`src/rtl/fp_pkg.sv`:
```
// Shared field widths and FSM encoding for the linear <-> (S,E,F) converter pair.
package fp_pkg;

    localparam int EXP_W   = 3;
    localparam int MANT_W  = 4;
    localparam int OUT_W   = 12;
    localparam int MAX_MAG = 1920;  // 15 << 7, the largest expandable magnitude

    localparam logic [1:0] ST_IDLE  = 2'd0;
    localparam logic [1:0] ST_SHIFT = 2'd1;
    localparam logic [1:0] ST_NEG   = 2'd2;
    localparam logic [1:0] ST_HOLD  = 2'd3;

    typedef enum logic [1:0] {
        IDLE  = ST_IDLE,
        SHIFT = ST_SHIFT,
        NEG   = ST_NEG,
        HOLD  = ST_HOLD
    } state_t;

endpackage

```
`src/rtl/fp_expander.sv`:
```
// Expands a sign/exponent/significand triple into a 12-bit two's-complement value,
// one left shift per exponent step, behind valid/ready handshakes on both sides.
module fp_expander
    import fp_pkg::*;
(
    input  logic              clk,
    input  logic              rst,
    input  logic              in_valid,
    output logic              in_ready,
    input  logic              S,
    input  logic [EXP_W-1:0]  E,
    input  logic [MANT_W-1:0] F,
    output logic              out_valid,
    input  logic              out_ready,
    output logic [OUT_W-1:0]  D_out,
    output logic              busy
);

    logic [1:0]       state;
    logic [OUT_W-1:0] acc;
    logic [EXP_W-1:0] cnt;
    logic             sgn;

    assign in_ready = (state == ST_IDLE);
    assign busy     = (state != ST_IDLE);

    // NOTE: all state here is sequential, so every assignment uses <= to avoid
    // read-after-write races between registers updated on the same edge.
    // NOTE: the datapath registers are reset too, so an aborted transaction
    // leaves nothing behind that could leak into the next result.
    always_ff @(posedge clk or posedge rst) begin
        if (rst) begin
            state     <= ST_IDLE;
            acc       <= '0;
            cnt       <= '0;
            sgn       <= 1'b0;
            D_out     <= '0;
            out_valid <= 1'b0;
        end else begin
            case (state)
                ST_IDLE: begin
                    if (in_valid) begin
                        acc   <= {{(OUT_W-MANT_W){1'b0}}, F};
                        cnt   <= E;
                        sgn   <= S;
                        state <= ST_SHIFT;
                    end
                end
                ST_SHIFT: begin
                    if (cnt == '0) begin
                        state <= ST_NEG;
                    end else begin
                        acc <= acc << 1;
                        cnt <= cnt - EXP_W'(1);
                    end
                end
                ST_NEG: begin
                    // F=0 negates to zero, so no negative zero can appear.
                    D_out     <= sgn ? (~acc + OUT_W'(1)) : acc;
                    out_valid <= 1'b1;
                    state     <= ST_HOLD;
                end
                ST_HOLD: begin
                    if (out_ready) begin
                        out_valid <= 1'b0;
                        state     <= ST_IDLE;
                    end
                end
                default: state <= ST_IDLE;
            endcase
        end
    end

endmodule

```
`config.mk`:
```
export PLATFORM = sky130hd
export DESIGN_NAME = fp_expander
export DESIGN_NICKNAME = d
export VERILOG_FILES = /design/src/rtl/fp_pkg.sv /design/src/rtl/fp_expander.sv
export SDC_FILE = /design/constraint.sdc
export NUM_CORES = 1
export LEC_CHECK = 0
export BUFFER_PORTS_ARGS = -buffer_cell sky130_fd_sc_hd__buf_2
export CAP_MARGIN = 40
export CORE_ASPECT_RATIO = 0.7
export CORE_MARGIN = 10
export CORE_UTILIZATION = 50
export CTS_CLUSTER_DIAMETER = 200
export DETAILED_ROUTE_END_ITERATION = 8
export GPL_TIMING_DRIVEN = 0
export PLACE_DENSITY = 0.87
export SLEW_MARGIN = 5
export SYNTH_ARGS = -nofsm -noshare
export SYNTH_HDL_FRONTEND = slang
export SYNTH_SLANG_ARGS = --single-unit
```
`constraint.sdc`:
```
create_clock -name clk -period 1.92 [get_ports clk]
set_input_delay 0.096 -clock clk [delete_from_list [all_inputs] [get_ports clk]]
set_output_delay 0.096 -clock clk [all_outputs]
set_load 0.005 [all_outputs]
```
==> flow_metrics.py, run 1 <==
metrics = {
    "worst_setup_path": {
        "cp_max_fo": 5,
        "cp_num_cells": 6,
        "end_kind": "flip-flop",
        "slowest_delay_ps": 510,
        "crit_chain": "inv_1 > ha_1 > or4b_4 > o41ai_4 > xor2_1 > a21oi_1",
        "r2r_cells": 6,
        "crit_type": "reg -> reg",
        "arrival_ps": 1940,
        "crit_family": "simple AND/OR/NAND/NOR gates",
        "setup.worst_path.start_class": "flip-flop",
        "cp_num_buf_inv": 1,
        "crit_required_ps": 2070,
        "critPathSlowestCell": "or4b_4",
    },
    "clocking": {
        "cts.htree.levels": 2,
        "ctsLongestPathBuffers": 2,
        "tritoncts": "done",
        "clock_latency_ps": 290,
        "clkTransAtPathRegs_ps": 60,
        "cts_sinks": 31,
        "clock-root-buffer": "clkbuf_8",
        "cts_made_buffers": 5,
    },
    "power": {
        "seqPwrFrac_pct": 32.5,
        "p_sw_share_pct": 41.3,
        "power_density_mw_per_mm2": 1730,
        "ir_drop_uv": 717,
        "intPower_w": 0.00200,
        "p_comb_share_pct": 51.0,
        "p_sw_w": 0.00140,
        "p_leak_nw": 0.980,
        "clockPowerShare_pct": 16.5,
    },
    "route": {
        "wirelength_um": 3400,
        "wl_per_cell_um": 14.0,
        "drc": 0,
        "dr.pass1.iters": 4,
        "routed_via_density": 5.04,
        "antenna_left": 0,
        "vias": 1224,
        "drtIter0Drc": 60,
    },
    "final_layout": {
        "diodes": 0,
        "utilization_pct": 63.2,
        "design_area_mm2": 0.00196,
        "final_nets": 224,
        "areaGrowthSynthToFinish_pct": 23.0,
        "n_fill_cell": 256,
        "drive_gt1_share_pct": 24.4,
    },
    "yosys": {
        "syn_area_mm2": 0.00160,
        "ys_seq_elements": 31,
        "synth_warnings": 0,
        "synth_cells": 168,
        "synth.area.top_cells": "dfrtp_1 49%, ha_1 6.3%, nand2_1 5.4%",
        "yosysUniqueCellTypes": 28,
        "synthDominantCellAreaShare_pct": 48.6,
        "synthesis.nets": 188,
        "synth_top_cell_by_area": "dfrtp_1",
        "synth_area_per_cell_um2": 9.50,
        "ys_seq_area_share_pct": 48.6,
    },
    "global_routing": {
        "grt_pass1_wl_um": 5490,
        "grt_pass1_vias": 1203,
        "antenna_found_initial": 0,
        "grt_max_degree": 21,
        "grt_usage_pct": 11.9,
        "grt_overflow": 0,
    },
    "floorplan": {
        "core_area_mm2": 0.00311,
        "ioPinCount": 27,
        "dieArea_mm2": 0.00589,
        "num_rows": 17,
        "die_w_um": 87.5,
        "start_util_pct": 51.4,
        "fp.dieH_um": 67.3,
    },
    "placed_design": {
        "globalplace.congestion": 0.812,
        "port_buffers": 26,
        "place_area_mm2": 0.00180,
        "hpwlAfterDp_um": 2560,
    },
    "sta": {
        "max_slew_margin_pct": 64.5,
        "finalMaxSlewViolations": 0,
        "finalHoldViolCount": 0,
        "finalClockSkew_ps": 3.71,
        "tightest_slew_ps": 532,
        "max_freq_mhz": 557,
        "period_share_pct": 93.5,
        "rsz0062_at_grt": "false",
        "fin_crit_ps": 1800,
        "setup_viol": 0,
    },
    "run_status": {
        "status": "completed",
    },
    "run": {
        "drv_cap": 0,
    },
    "hold_path": {
        "worstHoldPathCells": 3,
        "hold_path_class": "in -> reg",
    },
}
## worst reg2reg max path: stages (launching register included)
cell and delay (ps):
dfrtp_1 420, inv_1 70, ha_1 170, or4b_4 510, o41ai_4 230, xor2_1 180, a21oi_1 90
## sequential cells by signal, summed over array words and instances, names as in the netlist
register / flops
D_out: 12
acc: 12
cnt: 3
state: 2
out_valid: 1
sgn: 1
## power groups by stage
stage / sequential (W) / clock (W) / combinational (W)
floorplan: 0.00110 / 0 / 0.00114
global placement: 0.00110 / 0 / 0.00154
detailed placement: 0.00112 / 0 / 0.00161
CTS: 0.00111 / 0.000564 / 0.00164
global route: 0.00114 / 0.000603 / 0.00196
finish: 0.00111 / 0.000562 / 0.00173
## per-layer routing
metal,GRT usage [%],routed length [µm],vias up
met5,0,0,-
met4,3.57,31,0
met3,6.01,245,5
met2,19.1,1540,24
met1,13.7,1580,559
li1,-,-,636
## stage by stage
stage	std cells	setup slack, ps	TNS [ps]	hold WS (ps)	total power, W
2_1_floorplan	168	112	0	200	0.00224
3_3_place_gp	232	-245	-1870	335	0.00264
3_5_place_dp	233	-282	-2250	155	0.00273
4_1_cts	242	17.1	0	46.1	0.00331
5_1_grt	243	1.62	0	67.8	0.00371
6_report	243	124	0	58.3	0.00340
## worst paths after layout
check                      slack [ps]        to    start
setup / recovery                  120  D_out[8]   acc[1]
hold / removal                     60    acc[0]     F[0]
setup reg to reg                  120  D_out[8]   acc[1]
hold reg to reg                   490   acc[11]  acc[11]
max in group asynchronous        1060    acc[6]      rst
min in group asynchronous         380  state[0]      rst
## logic make-up (layout without fill, tap and decap cells)
group | after synthesis | after routing | share of synthesized area [%]
simple gates | 54 | 54 | 15.7
buf+inv | 21 | 58 | 5.02
compound gates | 36 | 36 | 13.8
xor+xnor | 10 | 10 | 5.49
mux | 8 | 8 | 5.17
fa+ha+maj | 8 | 8 | 6.27
flops | 31 | 31 | 48.6
## placed cells by master, fill, tap and decap left out, drive strengths merged, types with 2 or more instances in the layout
| master | n |
|---|---|
| nor2 | 14 |
| dfrtp | 31 |
| or2 | 2 |
| o31ai | 2 |
| nand2 | 23 |
| o21ai | 15 |
| nor2b | 3 |
| mux2i | 6 |
| ha | 8 |
| xor2 | 8 |
| o41ai | 3 |
| mux2 | 2 |
| inv | 13 |
| buf | 30 |
| a21oi | 11 |
| nand3 | 8 |
| clkbuf | 14 |
| xnor2 | 2 |
## cell usage after synthesis (all sizes together)
cell,count
mux2,2
inv,13
nor2b,3
a221oi,1
a211oi,1
xor2,8
o31ai,2
ha,8
or2,2
dfrtp,31
buf,1
xnor2,2
a21oi,11
nand3b,1
nand3,8
a211o,1
a21boi,1
nand2,23
o2bb2ai,1
mux2i,6
or4,1
or3,1
o21ai,15
nor2,14
o41ai,3
clkbuf,7
or4b,1
## repair_timing
| item | 4_1_cts | 5_1_grt |
|---|---|---|
| endpoints found under the setup margin | 9 | 15 |
| hold buffers | 1 | 0 |
| gates resized for setup | 2 | 10 |
| pin swaps | 0 | 1 |
| hold endpoints to repair | 11 | 0 |
| buffers inserted | 0 | 1 |
## cell type report
class                           instances  area, µm²  share of cell area [%]
Multi-Input combinational cell        116        779                    39.7
Sequential cell                        31        776                    39.5
Timing Repair Buffer                   29        175                    8.92
Clock buffer                            8        100                    5.10
Inverter                               13       48.8                    2.49
Tap cell                               38       47.5                    2.42
Buffer                                  8       36.3                    1.85
Note: power is estimated with default switching activity, not from simulation.
==> run 2: changes to the inputs <==
--- a/config.mk
+++ b/config.mk
@@ -14,6 +14,7 @@
 export DETAILED_ROUTE_END_ITERATION = 8
 export GPL_TIMING_DRIVEN = 0
 export PLACE_DENSITY = 0.87
+export SETUP_SLACK_MARGIN = 0.4
 export SLEW_MARGIN = 5
 export SYNTH_ARGS = -nofsm -noshare
 export SYNTH_HDL_FRONTEND = slang
==> flow_metrics.py, run 2 (synthesized netlist as in run 1, its figures left out) <==
metrics = {
    "floorplan": {
        "num_rows": 17,
        "core_area_mm2": 0.00311,
        "start_util_pct": 51.4,
        "die_w_um": 87.5,
        "ioPinCount": 27,
        "fp.dieH_um": 67.3,
        "dieArea_mm2": 0.00589,
    },
    "route": {
        "wirelength_um": 5180,
        "drtIter0Drc": 91,
        "routed_via_density": 5.52,
        "antenna_left": 0,
        "dr.pass1.iters": 4,
        "vias": 1491,
        "wl_per_cell_um": 19.2,
        "drc": 0,
    },
    "clocking": {
        "clkTransAtPathRegs_ps": 70,
        "clock_latency_ps": 290,
        "cts.htree.levels": 2,
        "cts_made_buffers": 5,
        "tritoncts": "done",
        "cts_sinks": 31,
        "ctsLongestPathBuffers": 2,
        "clock-root-buffer": "clkbuf_8",
    },
    "power": {
        "p_leak_nw": 1.18,
        "power_density_mw_per_mm2": 1970,
        "ir_drop_uv": 1130,
    },
    "worst_setup_path": {
        "r2r_start": "acc[1]",
        "crit_chain": "inv_2 > ha_4 > or4b_4 > o41ai_4 > xor2_1 > a21oi_1",
        "cp_max_fo": 3,
        "setup.worst_path.start_class": "flip-flop",
        "r2r_end": "D_out[8]",
        "slowest_delay_ps": 510,
        "regToRegSetupSlack_ps": 40,
        "end_kind": "flip-flop",
        "crit_required_ps": 2090,
        "arrival_ps": 2050,
        "crit_type": "reg -> reg",
        "r2r_cells": 6,
        "critPathSlowestCell": "or4b_4",
    },
    "sta": {
        "max_freq_mhz": 532,
        "finalHoldViolCount": 0,
        "setup_tns_ps": 0,
        "finalClockSkew_ps": 5.78,
        "holdWs_ps": 46.6,
        "rsz0062_at_grt": "true",
        "setup_viol": 0,
        "tightest_slew_ps": 560,
        "max_slew_margin_pct": 62.6,
        "worst_slack_ps": 39.0,
        "period_share_pct": 98.0,
        "fin_crit_ps": 1880,
        "finalMaxSlewViolations": 0,
    },
    "final_layout": {
        "final_cells": 270,
        "diodes": 0,
        "areaGrowthSynthToFinish_pct": 54.8,
        "top_regs": "D_out: 12 flops, acc: 12 flops, cnt: 3 flops",
        "final_common_cell": "dfrtp_1",
        "drive_gt1_share_pct": 53.4,
        "final_cell_mix": "27 x dfrtp_1, 26 x buf_2, 22 x buf_4",
        "n_fill_cell": 177,
        "final_nets": 251,
    },
    "placed_design": {
        "dp_cells": 233,
        "port_buffers": 26,
        "hpwlAfterDp_um": 2530,
        "globalplace.congestion": 0.783,
        "post-place-ws_ps": 37.8,
    },
    "hold_path": {
        "holdCritStartpoint": "S",
        "hold_path_class": "in -> reg",
        "min_to": "sgn",
        "worstHoldPathCells": 2,
    },
    "global_routing": {
        "grt_overflow": 0,
        "grt_pass1_wl_um": 6790,
        "grt_pass1_vias": 1379,
        "grt_max_degree": 21,
        "grt_usage_pct": 14.8,
        "antenna_found_initial": 0,
    },
    "run": {
        "drv_cap": 0,
    },
    "run_status": {
        "status": "completed",
    },
}
[run 2: final cells by class]
| cell class | instances | area [µm²] | area share (%) |
|---|---|---|---|
| Multi-Input combinational cell | 116 | 1010 | 40.9 |
| Tap cell | 38 | 47.5 | 1.92 |
| Clock buffer | 8 | 100 | 4.05 |
| Sequential cell | 31 | 781 | 31.6 |
| Buffer | 8 | 68.8 | 2.78 |
| Inverter | 13 | 51.3 | 2.08 |
| Timing Repair Buffer | 56 | 413 | 16.7 |
[run 2: metrics by stage]
stage                     utilization, %  power, W  area, µm²
after global routing                79.6   0.00513       2470
after floorplan                        -   0.00240       1660
final                               79.6   0.00487       2470
after CTS                           71.0   0.00397       2210
after detailed placement            60.0   0.00288       1860
after global placement              59.1   0.00282       1830
[run 2: repair_timing]
action | CTS | global route
gates cloned | 1 | 1
hold buffers | 1 | 0
hold endpoints to repair | 11 | 0
gates resized for setup | 27 | 59
setup endpoints to repair | 27 | 28
setup buffers | 15 | 11
pin swaps | 14 | 22
[run 2: layer usage]
metal / up-vias / wire, µm / track usage (%) / part of all wire, %
met5: - / 0 / 0 / 0
met4: 0 / 126 / 6.75 / 2.4
met3: 12 / 367 / 3.97 / 7.1
met2: 61 / 2520 / 25.4 / 49
met1: 730 / 2170 / 17.2 / 42
li1: 688 / - / - / -
[run 2: worst max-delay path by stage]
stage,from,endpoint,slack [ps],cells past startpoint
finish,acc[1],D_out[8],40,6
detailed placement,acc[0],D_out[8],40,6
global placement,acc[0],D_out[8],60,6
CTS,acc[0],D_out[8],100,6
global route,acc[1],D_out[8],-30,6
floorplan,acc[0],D_out[10],250,6
[run 2: worst max-delay path, delay by kind of cell, from the launching register on]
family	cells	cell delay, ps
compound gates	2	410
flops	1	400
simple gates	1	510
fa+ha+maj	1	130
buf+inv	1	90
xor+xnor	1	220
[run 2: power by group]
group / internal, W / switching (W)
clock network: 0.000327 / 0.000254
registers: 0.000928 / 0.000205
logic: 0.00154 / 0.00161
total: 0.00280 / 0.00207
